File: config.mk
export PLATFORM = sky130hd
export DESIGN_NAME = timer_dev
export DESIGN_NICKNAME = d
export VERILOG_FILES = /design/src/rtl/timer_dev.sv
export SDC_FILE = /design/constraint.sdc
export NUM_CORES = 1
export LEC_CHECK = 0
export BUFFER_PORTS_ARGS = -buffer_cell sky130_fd_sc_hd__buf_2
export CORE_MARGIN = 1.5
export CORE_UTILIZATION = 49
export DETAILED_ROUTE_END_ITERATION = 10
export PLACE_DENSITY = 0.81
export SYNTH_ARGS = -nofsm -noshare
export SYNTH_HDL_FRONTEND = slang
export SYNTH_SLANG_ARGS = --single-unit
File: constraint.sdc
create_clock -name clk -period 2.25 [get_ports clk]
set_input_delay 0.225 -clock clk [delete_from_list [all_inputs] [get_ports clk]]
set_output_delay 0.225 -clock clk [all_outputs]
set_load 0.005 [all_outputs]
File: src/rtl/timer_dev.sv
// Memory-mapped countdown timer: CTRL/PRESET/COUNT registers, one-shot or
// auto-reload countdown, and a sticky, maskable interrupt cleared by any CTRL write.
module timer_dev #(
  parameter logic [31:0] BASE_ADDR = 32'h0000_7F00
) (
  input  logic        clk,
  input  logic        reset,
  input  logic [31:0] addr,
  input  logic        we,
  input  logic [31:0] wdata,
  output logic [31:0] rdata,
  output logic        IntReq
);

  typedef enum logic [1:0] {S_IDLE, S_LOAD, S_CNT, S_INT} state_e;

  state_e      state_q, state_d;
  logic [3:0]  ctrl_q, ctrl_d;
  logic [31:0] preset_q, preset_d;
  logic [31:0] count_q, count_d;
  logic        pend_q, pend_d;

  logic        sel, wr_ctrl, wr_preset;
  logic [1:0]  off;
  logic        en, reload, cnt_done;
  logic        unused_addr_lsb;

  assign sel             = (addr[31:4] == BASE_ADDR[31:4]);
  assign off             = addr[3:2];
  assign wr_ctrl         = we && sel && (off == 2'd0);
  assign wr_preset       = we && sel && (off == 2'd1);
  assign unused_addr_lsb = ^addr[1:0];

  assign en       = ctrl_q[0];
  assign reload   = (ctrl_q[2:1] == 2'b01);
  // PRESET=0 falls into the same "<=1" terminal case as PRESET=1
  assign cnt_done = (count_q <= 32'd1);

  always_ff @(posedge clk) begin
    if (reset) begin
      state_q  <= S_IDLE;
      ctrl_q   <= '0;
      preset_q <= '0;
      count_q  <= '0;
      pend_q   <= 1'b0;
    end else begin
      state_q  <= state_d;
      ctrl_q   <= ctrl_d;
      preset_q <= preset_d;
      count_q  <= count_d;
      pend_q   <= pend_d;
    end
  end

  always_comb begin
    state_d = state_q;
    case (state_q)
      S_IDLE:  if (en) state_d = S_LOAD;
      S_LOAD:  state_d = S_CNT;
      S_CNT:   if (!en) state_d = S_IDLE;
               else if (cnt_done) state_d = S_INT;
      S_INT:   state_d = reload ? S_LOAD : S_IDLE;
      default: state_d = S_IDLE;
    endcase
  end

  always_comb begin
    ctrl_d   = ctrl_q;
    preset_d = preset_q;
    count_d  = count_q;
    pend_d   = pend_q;
    case (state_q)
      S_LOAD: count_d = preset_q;
      S_CNT:  if (en) count_d = cnt_done ? 32'd0 : count_q - 32'd1;
      S_INT:  if (!reload) ctrl_d[0] = 1'b0;
      default: ;
    endcase
    // CPU write overrides the one-shot En auto-clear; pend set beats the clear
    if (wr_ctrl) begin
      ctrl_d = wdata[3:0];
      pend_d = 1'b0;
    end
    if (state_q == S_CNT && en && cnt_done) pend_d = 1'b1;
    if (wr_preset) preset_d = wdata;
  end

  always_comb begin
    rdata = '0;
    if (sel) begin
      case (off)
        2'd0:    rdata = {28'd0, ctrl_q};
        2'd1:    rdata = preset_q;
        2'd2:    rdata = count_q;
        default: rdata = '0;
      endcase
    end
  end

  assign IntReq = pend_q & ctrl_q[3];

endmodule

==> results summary <==
The detail-routed net length per standard cell is between 15 and 20 µm. The tool flagged a number of max-cap violations equal to 0. The critical path is of the reg -> reg type. The largest family of logic cells by synthesized area is simple AND/OR/NAND/NOR gates. The number of setup violations in the final report came out at 8. After synthesis, the share of flip-flops with an asynchronous set or reset is 0%. The area growth from synthesis to layout is 32.89%.

The core area came out at approximately 8300 µm². The number of nets handed over by synthesis was around 630. The top cell types in the final layout, fill and taps aside, are nor2_1, buf_2, buf_4. The required time at the worst-slack endpoint is approximately 2500 ps. For this design the ratio of total power to cell area is between 400 and 500 nW/µm². For the worst-skew pair, the clock arrives at the later sink with an insertion delay of roughly 350 ps. Of the cells placed in the final design, the portion with a size suffix greater than 1 is between 30% and 40%.

Once the floorplan was initialized, standard cells occupied between 50% and 60% of the core. The shortest clock period the worst path allows after layout is between 2000 and 2500 ps. The largest net degree at the start of global routing is 34. The transition at the pin with the smallest max-transition slack is approximately 670 ps. The hold violation count in the final report is 0. Buffers inserted during clock tree synthesis total 9. The final total power is around 2.4 mW. The critical path goes through or4_4 > or4_4 > or3_4 > o31a_1 > o21ai_2 > a211oi_2. STA classifies the critical path startpoint as a flop. Using the TritonRoute via totals, the vias-per-cell ratio works out to 6.064.

Routability-driven placement finished with a final weighted congestion of 0.9523. The number of sinks handled by clock tree synthesis came out at 71. The placed wire-length estimate after detailed placement came out at between 9 and 10 mm. The leading cell type in the layout, fill and taps excluded is nor2_1. For this design, the slowest cell found on the critical path is or4_4. The area enclosed by the die boundary is 9231 µm². The total routing resource utilization after global routing came out at 30.19%.

Averaged over all synthesized cells, the footprint is 7.622 µm². Hold repair after CTS inserted 0 buffers. The maximum buffer depth of the clock tree is 2. The number of enable-type register cells in the synthesized netlist came out at 0. The final reports fail on negative setup slack. The number of antenna violations at the first check in global routing came out at 0.

The maximum achievable frequency is 418.6 MHz. Hold timing on the final database bottoms out at a slack of 103.4 ps. The worst-case clock skew is 5.596 ps. The flow ran to the end, but the final reports show violations.

The synthesized netlist devotes roughly 2.5% of its cell area to XOR and XNOR gates. The ratio of final minimum period to clock period is 106.2%. TritonCTS built the clock tree. After clock tree synthesis, the clock-pin slew on the worst setup and hold paths is ~70 ps.

The flop and latch count out of synthesis is 71. The count of unresolved DRC violations after routing came out at 0. Measured along the y axis, the die boundary spans 96.08 µm.

The global-route wire length before repair came out at between 20 and 25 mm. The post-layout worst setup margin is -138.8 ps. The tightest min-delay check is of the in -> reg type. The most numerous cell type found on the critical path is or4_4. The initial DRC count came out at approximately 370. The count of antenna diodes in the layout came out at 0. The root cell of the clock tree is clkbuf_8. The remaining antenna violation count is 0. The total iterations of the first detailed-routing run is 5. The routed layout has 4863 vias.

The post-layout net count came out at around 760. The most used flip-flop cell after synthesis is dfxtp_1. Sequential elements use 33.48% of the synthesized area. The distinct cell type count of the synthesized netlist is 52. The number of placement rows is 33.

Headroom to the max-slew limit came out at a little under three fifths. Setup repair after global routing could not meet its margin everywhere. The compound-gate portion of the synthesized area came out at roughly 22%.

The final global-route overflow total is 0. The via count of the first global-routing pass is around 4600. The total number of H-tree levels came out at 3. The share of the core filled with cells in the final layout came out at 67.98%. The pre-CTS worst setup slack came out at -143.6 ps. The leakage power came out at approximately 2.3 nW.

100 I/O pins were placed. The largest single stage delay on the critical path is around 540 ps. The number of I/O port buffers came out at between 90 and 100. The total number of yosys warnings came out at 0. The portion of netlist area occupied by mux cells is a little under a tenth. The number of instances in the synthesized netlist is approximately 560. The final number of max-transition violations came out at 0. The netlist area before placement came out at roughly 4200 µm². The synthesized-area fraction occupied by and/or/nand/nor cells came out at between 20% and 30%. The die span in x is 96.08 µm.

The adder-cell share of the synthesized area is 0.5894%. The worst supply voltage drop on vdd came out at 0.2498 mV. The highest fanout seen on the critical path is 4. STA classifies the critical path endpoint as a flop. Summed over all layers, the routed wires come to about 14 mm. The arrival time of the worst setup path came out at 2620 ps.
[cells in the mapped netlist, types with 2 or more instances]
cell type	number	area (µm²)
nor2_1	120	450.4
dfxtp_1	71	1421
nand2_1	46	172.7
clkbuf_1	43	161.4
mux2i_1	40	400.4
o21ai_0	32	160.2
a22oi_1	28	210.2
a211oi_1	25	187.7
a21oi_1	25	125.1
a221oi_1	12	105.1
nor3_1	12	60.06
nand3_1	10	50.05
or4_1	7	52.55
xnor2_1	7	61.31
inv_1	6	22.52
nor2b_1	5	31.28
nor4_1	5	31.28
or3_1	5	31.28
xor2_1	5	43.79
buf_2	4	20.02
nor4_2	4	50.05
and2_1	3	18.77
nand2b_1	3	18.77
nand4_1	3	18.77
or4_4	3	33.78
a311o_1	2	20.02
ha_1	2	25.02
o21ai_1	2	10.01
o22ai_1	2	12.51
o31a_1	2	17.52
o31ai_1	2	15.01
[final cells by class]
type                       count  area [µm²]
multi-input combinational    432        2773
fill                         646        2658
sequential                    71        1428
timing repair buffer         174        1105
clock buffer                  14       182.7
tap                          105       131.4
inverter                       6       22.52
[final timing paths]
path / from / endpoint / slack, ps / cells past startpoint
setup / recovery: count_q[9] / count_q[21] / -140 / 6
hold / removal: wdata[12] / preset_q[12] / 100 / 3
setup reg to reg: count_q[9] / count_q[21] / -140 / 6
hold reg to reg: preset_q[21] / preset_q[21] / 530 / 2
[cells by family (layout without fill, tap and decap cells)]
logic type                 count (synthesis)  in the layout
and+or+nand+nor                          236            236
xor gates and xnor gates                  12             12
buffers and inverters                     54            194
DFF                                       71             71
muxes                                     40             40
AOI/OAI and AO/OA                        142            142
adders and majority gates                  2              2
[state kept, by name, indices dropped and copies added (netlist names)]
register and flops:
count_q 32, pend_q 1, preset_q 32, state_q 2, ctrl_q 4
[report_power, final]
group | total [mW] | switching, mW | internal (mW)
clock network | 0.981 | 0.471 | 0.510
logic | 0.120 | 0.0660 | 0.0539
registers | 1.25 | 0.000000000576 | 1.25
[layer usage]
| metal | share of wire (%) | track usage (%) | wire, µm |
|---|---|---|---|
| met1 | 41 | 38.52 | 5584 |
| met5 | 0 | 0 | 0 |
| met3 | 9.5 | 7.662 | 1291 |
| met2 | 47 | 47.77 | 6369 |
| met4 | 3.0 | 13.60 | 403 |
[metrics by stage]
| step | std cells | instance area [µm²] | TNS (ps) |
|---|---|---|---|
| 2_1_floorplan | 557 | 4293 | -407.8 |
| 3_3_place_gp | 784 | 5298 | -994.3 |
| 3_5_place_dp | 784 | 5298 | -4656 |
| 4_1_cts | 798 | 5540 | -267.9 |
| 5_1_grt | 802 | 5642 | -1703 |
| 6_report | 802 | 5642 | -520.8 |
[what timing repair did]
action,CTS,global route
buffers inserted,0,4
endpoints found under the setup margin,41,28
pin swaps,6,9
gates cloned,0,0
gates resized for setup,12,18
hold endpoints to repair,0,0
[worst max-delay path: cells and delay by family (launching register included)]
family             cells  cell delay (ps)
AOI/OAI and AO/OA      3              470
DFF                    1              310
and+or+nand+nor        3             1480
Note: power is estimated with default switching activity, not from simulation.
